## config.mk

```make
export PLATFORM = sky130hd
export DESIGN_NAME = scan_addr_gen
export DESIGN_NICKNAME = d
export VERILOG_FILES = /design/src/rtl/scan_pkg.sv /design/src/rtl/wrap_cntr.sv /design/src/rtl/scan_addr_gen.sv
export SDC_FILE = /design/constraint.sdc
export NUM_CORES = 1
export LEC_CHECK = 0
export CORE_ASPECT_RATIO = 0.9
export CORE_MARGIN = 4
export CORE_UTILIZATION = 50
export CTS_CLUSTER_SIZE = 40
export DETAILED_ROUTE_END_ITERATION = 8
export PLACE_DENSITY = 0.84
export RECOVER_POWER = 100
export SLEW_MARGIN = 5
export SYNTH_ARGS = -nofsm -noshare
export SYNTH_HDL_FRONTEND = slang
export SYNTH_SLANG_ARGS = --single-unit
export TNS_END_PERCENT = 50
```

## constraint.sdc

```tcl
create_clock -name clk -period 3.4 [get_ports clk]
set_clock_uncertainty 0.1 [all_clocks]
set_input_delay 0.68 -clock clk [delete_from_list [all_inputs] [get_ports clk]]
set_output_delay 0.68 -clock clk [all_outputs]
set_load 0.01 [all_outputs]
```

## src/rtl/scan_pkg.sv

```systemverilog
// Shared types, defaults and width helper for the scan address generator.
package scan_pkg;

    localparam int DEF_WIDTH    = 32;
    localparam int DEF_HEIGHT   = 32;
    localparam int DEF_CHANNELS = 4;

    typedef enum logic {
        IDLE = 1'b0,
        RUN  = 1'b1
    } scan_state_e;

    // A dimension of 1 still needs a 1-bit counter.
    function automatic int clog2_min1(input int value);
        return (value > 1) ? $clog2(value) : 1;
    endfunction

endpackage

```

## src/rtl/wrap_cntr.sv

```systemverilog
// Bound-limited counter: wraps to 0 on an increment at the bound and reports the wrap.
module wrap_cntr #(
    parameter int W = 1
) (
    input  logic         clk,
    input  logic         rst,
    input  logic         clr,
    input  logic         inc,
    input  logic [W-1:0] bound,
    output logic [W-1:0] count,
    output logic         at_bound,
    output logic         wrap
);

    assign at_bound = (count == bound);
    assign wrap     = inc && at_bound;

    always_ff @(posedge clk) begin
        if (rst || clr) begin
            count <= '0;
        end else if (inc) begin
            count <= at_bound ? '0 : count + 1'b1;
        end
    end

endmodule

```

## src/rtl/scan_addr_gen.sv

```systemverilog
// Three-level scan coordinate generator (pixel/slice/channel) with row/frame/scan markers.
// Define SCAN_LIN_ADDR_EN to add the incrementally maintained lin_addr output.
module scan_addr_gen
    import scan_pkg::*;
#(
    parameter int WIDTH    = DEF_WIDTH,
    parameter int HEIGHT   = DEF_HEIGHT,
    parameter int CHANNELS = DEF_CHANNELS,
    localparam int PW = clog2_min1(WIDTH),
    localparam int SW = clog2_min1(HEIGHT),
    localparam int CW = clog2_min1(CHANNELS)
`ifdef SCAN_LIN_ADDR_EN
    , localparam int AW = clog2_min1(WIDTH * HEIGHT * CHANNELS)
`endif
) (
    input  logic          clk,
    input  logic          rst,
    input  logic          start,
    input  logic          abort,
    input  logic [PW-1:0] cfg_width_m1,
    input  logic [SW-1:0] cfg_height_m1,
    input  logic [CW-1:0] cfg_chan_m1,
    output logic          out_valid,
    input  logic          out_ready,
    output logic [PW-1:0] pixel_cntr,
    output logic [SW-1:0] slice_cntr,
    output logic [CW-1:0] chan_cntr,
    output logic          row_last,
    output logic          frame_last,
    output logic          scan_last,
    output logic          busy,
    output logic          done,
`ifdef SCAN_LIN_ADDR_EN
    output logic [AW-1:0] lin_addr,
`endif
    output scan_state_e   state_dbg
);

    scan_state_e   state, state_nxt;
    logic [PW-1:0] w_bound;
    logic [SW-1:0] h_bound;
    logic [CW-1:0] c_bound;
    logic          launch, fire, last_fire, clr;
    logic          pix_at, pix_wrap, slc_at, slc_wrap, chn_at;

    // Handshake: a beat transfers when out_valid && out_ready at a rising edge;
    // out_valid and the coordinates hold until then, and abort cancels the beat.
    assign out_valid = (state == RUN);
    assign busy      = (state == RUN);
    assign state_dbg = state;
    assign fire      = out_valid && out_ready && !abort;
    assign clr       = launch || abort || last_fire;

    assign row_last   = out_valid && pix_at;
    assign frame_last = out_valid && pix_at && slc_at;
    assign scan_last  = out_valid && pix_at && slc_at && chn_at;

    always_comb begin
        state_nxt = state;
        launch    = 1'b0;
        case (state)
            IDLE: begin
                if (start && !abort) begin
                    state_nxt = RUN;
                    launch    = 1'b1;
                end
            end
            RUN: begin
                if (abort || last_fire) begin
                    state_nxt = IDLE;
                end
            end
            default: state_nxt = IDLE;
        endcase
    end

    always_ff @(posedge clk) begin
        if (rst) begin
            state   <= IDLE;
            done    <= 1'b0;
            w_bound <= '0;
            h_bound <= '0;
            c_bound <= '0;
        end else begin
            state <= state_nxt;
            done  <= last_fire;
            if (launch) begin
                // Out-of-range bounds clamp to the largest supported index.
                w_bound <= (32'(cfg_width_m1) >= WIDTH) ? PW'(WIDTH - 1) : cfg_width_m1;
                h_bound <= (32'(cfg_height_m1) >= HEIGHT) ? SW'(HEIGHT - 1) : cfg_height_m1;
                c_bound <= (32'(cfg_chan_m1) >= CHANNELS) ? CW'(CHANNELS - 1) : cfg_chan_m1;
            end
        end
    end

    wrap_cntr #(.W(PW)) u_pixel (
        .clk(clk), .rst(rst), .clr(clr), .inc(fire), .bound(w_bound),
        .count(pixel_cntr), .at_bound(pix_at), .wrap(pix_wrap)
    );

    wrap_cntr #(.W(SW)) u_slice (
        .clk(clk), .rst(rst), .clr(clr), .inc(pix_wrap), .bound(h_bound),
        .count(slice_cntr), .at_bound(slc_at), .wrap(slc_wrap)
    );

    // The channel wrap is exactly the acceptance of the final beat.
    wrap_cntr #(.W(CW)) u_chan (
        .clk(clk), .rst(rst), .clr(clr), .inc(slc_wrap), .bound(c_bound),
        .count(chan_cntr), .at_bound(chn_at), .wrap(last_fire)
    );

`ifdef SCAN_LIN_ADDR_EN
    always_ff @(posedge clk) begin
        if (rst || clr) begin
            lin_addr <= '0;
        end else if (fire) begin
            lin_addr <= lin_addr + 1'b1;
        end
    end
`endif

endmodule

```

==> summary.txt, run 1 <==
Routing
  • Final routed DRC violation total: 0
  • Total wire length: about 3.1 mm
  • Via-to-Cell Ratio: a little under 6
  • Wire per inst: between 10 and 15 microns
  • DR iter-0 viols: just over 60
  • Vias: around 1200
  • Metal3 WL: roughly 250 microns
  • Met2 routed WL: approximately 1.6 mm
  • WL met1: roughly 1.3 mm
  • Initial DRT Pass Iterations: 4
  • Max layer used: met4
  • Post-route antenna net violation count: 0

Global route
  • Vias in the first global route: ~1100
  • GRT overflow: 0
  • Antenna violations before repair: 0
  • First-pass GRT wire length: about 5 mm
  • GRT Util Overall: 0.200
  • Pin count of the biggest net entering global routing: 16

Pwr
  • Leakage: 0.710 nW
  • Peak supply drop: 0.000274 V
  • Power per cell area: 377 nW/um^2

Worst setup path
  • Startpoint class of the critical path: flip-flop
  • Worst-path fanout max: 5
  • Crit-path slowest cell: dlygate4sd3_1
  • Crit Path Category: reg2out
  • Crit. End Element: output pin
  • Worst path required time: 2.62 ns
  • Crit-path cells: xor2_1 -> nor3_2 -> and2_1 -> nand2_1 -> nor2_1 -> dlygate4sd3_1
  • Worst reg-to-reg path cell count: 5
  • Critical path arrival: 2.24 ns
  • CP peak stage delay: 0.62 ns

Timing
  • Transition time of the tightest slew-check pin: just over 0.6 ns
  • Max-slew violation count: 0
  • Final Setup Violations: 0
  • Setup_tns: 0 ns
  • Max Fclk: roughly 330 MHz
  • Final worst slack: approximately 0.38 ns
  • Min Tclk post-route: between 3 and 4 ns
  • Fin. Hold Viols: 0
  • RSZ-0062 raised after global routing: no
  • Max-Slew Margin vs Limit: 0.585
  • Final Cycle Share: 0.889

Job
  • Max-cap violations: 0

Die
  • Num rows: 16
  • Starting Density: 0.545
  • Die ar.: around 3300 sq um
  • Die width: between 60 and 70 microns
  • Top-Level Pins: 36
  • Die Ht: around 55 microns
  • Core area: 2260 sq um

Synth
  • Syn nets: roughly 170
  • Area of the mapped netlist: approximately 1200 sq um
  • Synth cell types: 28
  • Register area share after synthesis: 0.422
  • YS warnings: 0
  • Syn Area/Cell: 8.06 sq um
  • Cells after Synth: approximately 150
  • Register bit total from synthesis: 26

Layout
  • Area grow syn2layout: 33.2%
  • Commonest non-fill, non-tap cells in the layout: nand2_1 (34), dfxtp_1 (26), a21oi_1 (25)
  • Register area: approximately 520 sq um
  • Most common cell after layout, fill and taps aside: nand2_1
  • # nets final: 206
  • Fillers: roughly 200
  • Multi-input gate area in the final layout: roughly 670 sq um
  • Layout cell share with drive strength beyond 1: 0.0484
  • N_diodes: 0

Clock network
  • CTS tree: built
  • Clk sink count: 26
  • Root buffer cell: clkbuf_4
  • Post-CTS Setup Inserts: 0
  • Clock-pin slew on the worst setup and hold paths: 0.13 ns
  • Htree depth: 1
  • Clock Latency Late Sink: between 0.3 and 0.4 ns
  • Hold Buf Count CTS: 0
  • Post-CTS sizing: 0
  • Num CTS Buffers: 3
  • Clk buf depth: 2

Placed design
  • Hpwl dp: ~2.4 mm
  • Port Buf Inserts: 35
  • Placer's final routability congestion estimate: 0.814
  • Place WS: roughly 0.51 ns

Worst hold path
  • Hold WC Path Type: reg2reg
  • Hold Crit Depth: 2

Run status
  • Status: finished, final reports clean
[synth_stat cells (all sizes together)]
library cell  count  share of area
o31ai             1         0.0061
and2              4          0.022
nand4b            2          0.014
clkbuf            4          0.012
nand3             7          0.028
and3              1         0.0051
a21oi            25           0.10
nand4             2          0.010
or4               3          0.018
or3               3          0.015
and2b             1         0.0061
nor2              7          0.021
nand2b            1         0.0051
ha                2          0.020
xor2             14          0.099
a2bb2oi           2          0.014
nor3              5          0.034
dfxtp            26           0.42
inv               1         0.0030
buf               3          0.016
o21ai             4          0.016
nand2            35           0.11
[state kept, by name (all words and copies together) (netlist names)]
register,flops
done,1
h_bound,5
w_bound,5
u_chan.count,2
u_slice.count,5
c_bound,2
busy,1
u_pixel.count,5
[layout make-up]
cell class                      instances  share of cell area
Tap cell                               27              0.0206
Multi-Input combinational cell        119               0.410
Inverter                                1             0.00229
Clock buffer                            3              0.0137
Timing Repair Buffer                   36               0.218
Clock inverter                          1              0.0183
Sequential cell                        26               0.317
[cell families after synthesis]
family          synth area share
xor+xnor                  0.0995
flops                      0.422
simple gates               0.288
fa+ha+maj                 0.0203
compound gates             0.138
buf+inv                   0.0315
[where the power goes]
group | total, W | internal, W | switching, W
sequential | 0.000318 | 0.000312 | 0.00000583
combinational | 0.0000881 | 0.0000424 | 0.0000456
clock | 0.000213 | 0.000119 | 0.0000935
total | 0.000619 | 0.000474 | 0.000145
[path summary, 6_finish.rpt]
path | start | slack (ns) | endpoint
worst min register to register | w_bound[3] | 0.38 | w_bound[3]
worst max-delay path | u_pixel.count[1] | 0.38 | frame_last
worst min-delay path | w_bound[3] | 0.38 | w_bound[3]
worst max register to register | busy | 1.21 | u_slice.count[4]
[critical path, delay by kind of cell (launching register included)]
family / cells / cell delay (ns)
xor gates and xnor gates: 1 / 0.11
buffers and inverters: 1 / 0.62
DFF: 1 / 0.45
and+or+nand+nor: 4 / 0.74
[routing by layer]
layer	vias up	global-route usage
met5	-	0
met4	0	0.0996
met3	4	0.0278
met2	60	0.345
met1	578	0.245
li1	589	-
[metrics by stage]
stage	std cells	power [W]	utilization	hold WS (ns)	instance area, sq um
finish	213	0.000619	0.726	0.375	1640
global route	213	0.000647	0.726	0.395	1640
CTS	213	0.000624	0.726	0.377	1640
detailed placement	209	0.000414	0.702	0.359	1590
global placement	209	0.000409	0.702	0.357	1590
floorplan	153	0.000376	-	0.342	1230
(Power assumes the default switching activity.)
==> run 2: changes to the inputs <==
--- a/config.mk
+++ b/config.mk
@@ -10,7 +10,7 @@
 export CORE_UTILIZATION = 50
 export CTS_CLUSTER_SIZE = 40
 export DETAILED_ROUTE_END_ITERATION = 8
-export PLACE_DENSITY = 0.84
+export PLACE_DENSITY = 0.81
 export RECOVER_POWER = 100
 export SLEW_MARGIN = 5
 export SYNTH_ARGS = -nofsm -noshare
==> run 2 against run 1 <==
  * Final cell count unchanged
  * Maximum frequency decreased by 0.33%
  * Sequential share of layout area increased by 0.32 points
  * Core utilization decreased by 0.72 points
  * Largest cell class unchanged
  * Clock-buffer cell count increased by 1
  * Worst setup slack got worse by 0.010 ns
  * Critical path type unchanged
  * Clock power decreased by 25%
  * Highest routed layer unchanged
  * Largest power group unchanged
  * Die area unchanged
  * Worst hold slack improved by 0.00091 ns
  * Via count decreased by 4.3%
  * Cell area decreased by 0.99%
  * Sequential cell count unchanged
==> summary.txt, run 2 (synthesis results as in run 1) <==
Timing
  • Max Fclk: roughly 330 MHz
  • Transition time of the tightest slew-check pin: between 0.6 and 0.7 ns
  • Max-Slew Margin vs Limit: 0.592
  • Min Tclk post-route: 3.03 ns
  • Fin. Hold Viols: 0
  • Final Cycle Share: 0.892
  • Final Setup Violations: 0
  • Setup_tns: 0 ns
  • Max-slew violation count: 0
  • RSZ-0062 raised after global routing: no

Worst setup path
  • Worst-path fanout max: 5
  • Worst reg-to-reg path cell count: 5
  • Worst path required time: around 2.6 ns
  • Startpoint class of the critical path: flip-flop
  • Crit Path Category: reg2out
  • Critical path arrival: between 2 and 2.5 ns
  • Crit. End Element: output pin

Clock network
  • Hold Buf Count CTS: 0
  • CTS tree: built
  • Post-CTS Setup Inserts: 0
  • Root buffer cell: clkbuf_4
  • Post-CTS sizing: 0
  • Clk sink count: 26
  • Clock Latency Late Sink: between 0.3 and 0.4 ns
  • Clk buf depth: 2
  • Num CTS Buffers: 3
  • Htree depth: 1
  • Clock-pin slew on the worst setup and hold paths: 0.14 ns

Routing
  • Initial DRT Pass Iterations: 4
  • Final routed DRC violation total: 0
  • DR iter-0 viols: 47
  • Via-to-Cell Ratio: 5.53
  • Post-route antenna net violation count: 0
  • Total wire length: roughly 2.9 mm
  • Wire per inst: between 10 and 15 microns
  • Vias: 1178

Pwr
  • Gate power share: 0.153
  • Clk pwr share: 0.282
  • Leakage: ~0.70 nW
  • Power per cell area: ~350 nW/um^2
  • Power Internal: 0.000420 W
  • Peak supply drop: 0.000314 V
  • P_sw: 0.000143 W
  • Switching part of the total power: 0.254
  • Seq pwr share: 0.564

Worst hold path
  • Hold Crit Depth: 2
  • Hold WC Path Type: reg2reg

Die
  • Die ar.: roughly 3300 sq um
  • Starting Density: 0.545
  • Die width: approximately 60 microns
  • Top-Level Pins: 36
  • Die Ht: approximately 55 microns
  • Core area: 2260 sq um
  • Num rows: 16

Placed design
  • DP Area: 1590 sq um
  • Port Buf Inserts: 35
  • Hpwl dp: 2.25 mm
  • Placer's final routability congestion estimate: between 0.7 and 0.8

Layout
  • Layout cell share with drive strength beyond 1: 0.0484
  • N_diodes: 0
  • Commonest non-fill, non-tap cells in the layout: nand2_1 (34), dfxtp_1 (26), a21oi_1 (25)
  • Register area: ~520 sq um
  • Most common cell after layout, fill and taps aside: nand2_1
  • Non-Filler Cell Area, Final: roughly 1600 sq um
  • Fillers: between 150 and 200
  • Area grow syn2layout: 31.9%
  • # nets final: between 200 and 250
  • Multi-input gate area in the final layout: 673 sq um

Global route
  • Antenna violations before repair: 0
  • Pin count of the biggest net entering global routing: 16
  • Vias in the first global route: between 1000 and 1500
  • First-pass GRT wire length: 4.71 mm
  • GRT Util Overall: 0.193
  • GRT overflow: 0

Run status
  • Status: finished, final reports clean

Job
  • Max-cap violations: 0
[run 2: cell types whose count changed in the layout (fill, tap and decap cells not counted), sizes merged]
cell           change
bufinv             -1
clkbuf             +1
clkdlybuf4s50      +1
dlygate4sd3        -1
[run 2: final cells by class]
cell class / instances / area share
flip-flops and latches: 26 / 0.320
repair buffers: 36 / 0.220
well taps: 27 / 0.0208
inverters: 1 / 0.00231
multi-input cells: 119 / 0.414
clock buffers: 4 / 0.0223
[run 2: per-stage QoR]
stage / util / setup WS [ns] / cells / power [W] / hold slack [ns]
after floorplan: - / 1.40 / 153 / 0.000376 / 0.342
after detailed placement: 0.702 / 0.532 / 209 / 0.000412 / 0.362
after global routing: 0.718 / 0.140 / 213 / 0.000592 / 0.395
after CTS: 0.718 / 0.421 / 213 / 0.000568 / 0.380
after global placement: 0.702 / 0.613 / 209 / 0.000409 / 0.357
final: 0.718 / 0.366 / 213 / 0.000563 / 0.376
[run 2: metal layers]
| layer | share of wire | vias up | GRT usage |
|---|---|---|---|
| li1 | - | 588 | - |
| met1 | 0.44 | 549 | 0.237 |
| met2 | 0.48 | 39 | 0.336 |
| met3 | 0.075 | 2 | 0.0487 |
| met4 | 0.0066 | 0 | 0.0554 |
| met5 | 0 | - | 0 |
[run 2: power by group through the flow]
stage / Sequential, W / Clock (W) / Combinational (W)
after global placement: 0.000324 / 0 / 0.0000849
final: 0.000318 / 0.000159 / 0.0000863
after detailed placement: 0.000325 / 0 / 0.0000871
after floorplan: 0.000324 / 0 / 0.0000519
after global routing: 0.000319 / 0.000178 / 0.0000950
after CTS: 0.000318 / 0.000162 / 0.0000874
[run 2: final timing paths]
check | start | end | slack, ns
worst min-delay path | w_bound[4] | w_bound[4] | 0.38
worst min register to register | w_bound[4] | w_bound[4] | 0.38
worst max register to register | u_pixel.count[1] | u_slice.count[4] | 1.21
worst max-delay path | u_pixel.count[1] | frame_last | 0.37
[run 2: worst max-delay path: stages (launching register included)]
cell	delay, ns
dfxtp_1	0.47
xor2_1	0.11
nor3_2	0.32
and2_0	0.20
nand2_1	0.09
nor2_1	0.11
dlygate4sd3_1	0.61
==> run 3: changes to the inputs <==
--- a/config.mk
+++ b/config.mk
@@ -7,10 +7,10 @@
 export LEC_CHECK = 0
 export CORE_ASPECT_RATIO = 0.9
 export CORE_MARGIN = 4
-export CORE_UTILIZATION = 50
+export CORE_UTILIZATION = 42
 export CTS_CLUSTER_SIZE = 40
 export DETAILED_ROUTE_END_ITERATION = 8
-export PLACE_DENSITY = 0.81
+export PLACE_DENSITY = 0.75
 export RECOVER_POWER = 100
 export SLEW_MARGIN = 5
 export SYNTH_ARGS = -nofsm -noshare
==> constraint.sdc (replaced) <==
create_clock -name clk -period 2.66 [get_ports clk]
set_clock_uncertainty 0.1 [all_clocks]
set_input_delay 0.532 -clock clk [delete_from_list [all_inputs] [get_ports clk]]
set_output_delay 0.532 -clock clk [all_outputs]
set_load 0.01 [all_outputs]
==> run 3 against run 2 <==
  * Via count is 3.2% higher
  * Register-to-register slack worse by 0.57 ns
  * Routed wire length grew 5.9%
  * Global-route usage fell by 2.6 points
  * Die area is 16% higher
  * Clock power is 30% higher
  * First-iteration DRC count increased by 60%
  * Sequential cell count is the same
  * Sequential share of layout area down 1.1 points
  * Largest cell class unchanged
==> summary.txt, run 3 (synthesis results as in run 1) <==
Layout
  • Layout cell share with drive strength beyond 1: 0.0838
  • # nets final: roughly 210
  • Commonest non-fill, non-tap cells in the layout: nand2_1 (34), clkdlybuf4s50_1 (30), a21oi_1 (25), dfxtp_1 (25), xor2_1 (14)
  • Fillers: around 270
  • Most common cell after layout, fill and taps aside: nand2_1
  • Non-Filler Cell Area, Final: roughly 1700 sq um
  • N_diodes: 0
  • Area grow syn2layout: 37.0%

Timing
  • RSZ-0062 raised after global routing: yes
  • Final Setup Violations: 0
  • Max-Slew Margin vs Limit: 0.691
  • Setup_tns: 0 ns
  • Max Fclk: approximately 390 MHz
  • Max-slew violation count: 0
  • Final Cycle Share: 0.968
  • Transition time of the tightest slew-check pin: 0.463 ns
  • Fin. Hold Viols: 0
  • Min Tclk post-route: roughly 2.6 ns

Worst setup path
  • Crit. End Element: output pin
  • Critical path arrival: just under 2 ns
  • Crit Path Category: reg2out
  • Worst path required time: ~2.0 ns
  • Startpoint class of the critical path: flip-flop
  • Worst-path fanout max: 5

Global route
  • Antenna violations before repair: 0
  • GRT overflow: 0
  • GRT Util Overall: 0.167
  • Pin count of the biggest net entering global routing: 15
  • First-pass GRT wire length: about 5 mm
  • Vias in the first global route: roughly 1200

Routing
  • Initial DRT Pass Iterations: 4
  • Wire per inst: between 10 and 15 microns
  • Vias: approximately 1200
  • Final routed DRC violation total: 0
  • Total wire length: 3.05 mm
  • Post-route antenna net violation count: 0
  • Via-to-Cell Ratio: roughly 5.3
  • DR iter-0 viols: between 70 and 80

Placed design
  • Placer's final routability congestion estimate: just over 0.8
  • Port Buf Inserts: 35
  • Hpwl dp: 2.37 mm
  • DP Area: 1640 sq um

Die
  • Starting Density: 0.445
  • Core area: roughly 2800 sq um
  • Num rows: 18
  • Die ar.: between 3000 and 4000 sq um
  • Die width: between 60 and 70 microns
  • Top-Level Pins: 36
  • Die Ht: 59.4 microns

Worst hold path
  • Hold WC Path Type: reg2reg

Clock network
  • Num CTS Buffers: 3
  • Clock-pin slew on the worst setup and hold paths: approximately 0.14 ns
  • Clock Latency Late Sink: 0.33 ns
  • Post-CTS Setup Inserts: 0
  • Clk buf depth: 2
  • Htree depth: 1
  • CTS tree: built
  • Root buffer cell: clkbuf_4
  • Clk sink count: 26

Pwr
  • Peak supply drop: around 0.00027 V
  • Leakage: 0.708 nW
  • Overall Power: ~0.00073 W
  • Power per cell area: about 440 nW/um^2

Run status
  • Status: finished, final reports clean

Job
  • Max-cap violations: 0
==> run 3: changes by cell type in the layout (fill, tap and decap cells not counted), moves of 2 or more <==
cell / before / now
dlygate4sd3_1: 18 / 3
clkdlybuf4s50_1: 17 / 30
dlymetal6s2s_1: 0 / 2
clkbuf_1: 0 / 2
buf_4: 1 / 4
==> run 3: what timing repair did <==
item                       4_1_cts  5_1_grt
resized for setup                2        6
hold buffers                     0        0
setup endpoints to repair        2        3
pin swaps                        0        2
hold endpoints to repair         0        0
==> run 3: path summary, 6_finish.rpt <==
kind         slack (ns)          endpoint             start  cells after the start
max                0.09          row_last  u_pixel.count[1]                      6
min                0.38        c_bound[1]        c_bound[1]                      2
max reg2reg        0.64  u_slice.count[4]  u_pixel.count[1]                      6
min reg2reg        0.38        c_bound[1]        c_bound[1]                      2
==> run 3: through the flow <==
| step | hold slack [ns] | std cells | setup slack (ns) | utilization |
|---|---|---|---|---|
| after floorplan | 0.342 | 153 | 0.812 | - |
| after global placement | 0.358 | 227 | 0.250 | 0.593 |
| after detailed placement | 0.362 | 227 | 0.172 | 0.593 |
| after CTS | 0.381 | 231 | 0.00593 | 0.607 |
| after global routing | 0.402 | 231 | -0.0131 | 0.609 |
| final | 0.376 | 231 | 0.0858 | 0.609 |
==> run 3: critical path, cell delays in order, from the launching register on <==
cell             delay (ns)
dfxtp_2                0.38
xor2_1                 0.15
nor3_2                 0.23
and2_4                 0.18
nand2_1                0.09
inv_1                  0.07
clkdlybuf4s50_1        0.52
==> run 3: per-layer routing <==
metal / track usage / vias to the layer above / wire, microns
met3: 0.0209 / 10 / 108
met1: 0.200 / 569 / 1360
met5: 0 / - / 0
li1: - / 600 / -
met4: 0.109 / 0 / 102
met2: 0.286 / 37 / 1480
==> run 3: area by class of cell <==
cell class / instances / area (sq um) / area share
multi-input cells: 119 / 683 / 0.405
repair buffers: 41 / 393 / 0.233
well taps: 40 / 50.0 / 0.0297
clock buffers: 4 / 36.3 / 0.0215
inverters: 1 / 3.75 / 0.00222
flip-flops and latches: 26 / 522 / 0.309
==> run 3: where the power goes <==
part | internal, W | switching, W | total [W]
clock | 0.0000838 | 0.000123 | 0.000207
combinational | 0.0000624 | 0.0000595 | 0.000122
sequential | 0.000399 | 0.00000714 | 0.000406
total | 0.000545 | 0.000190 | 0.000735
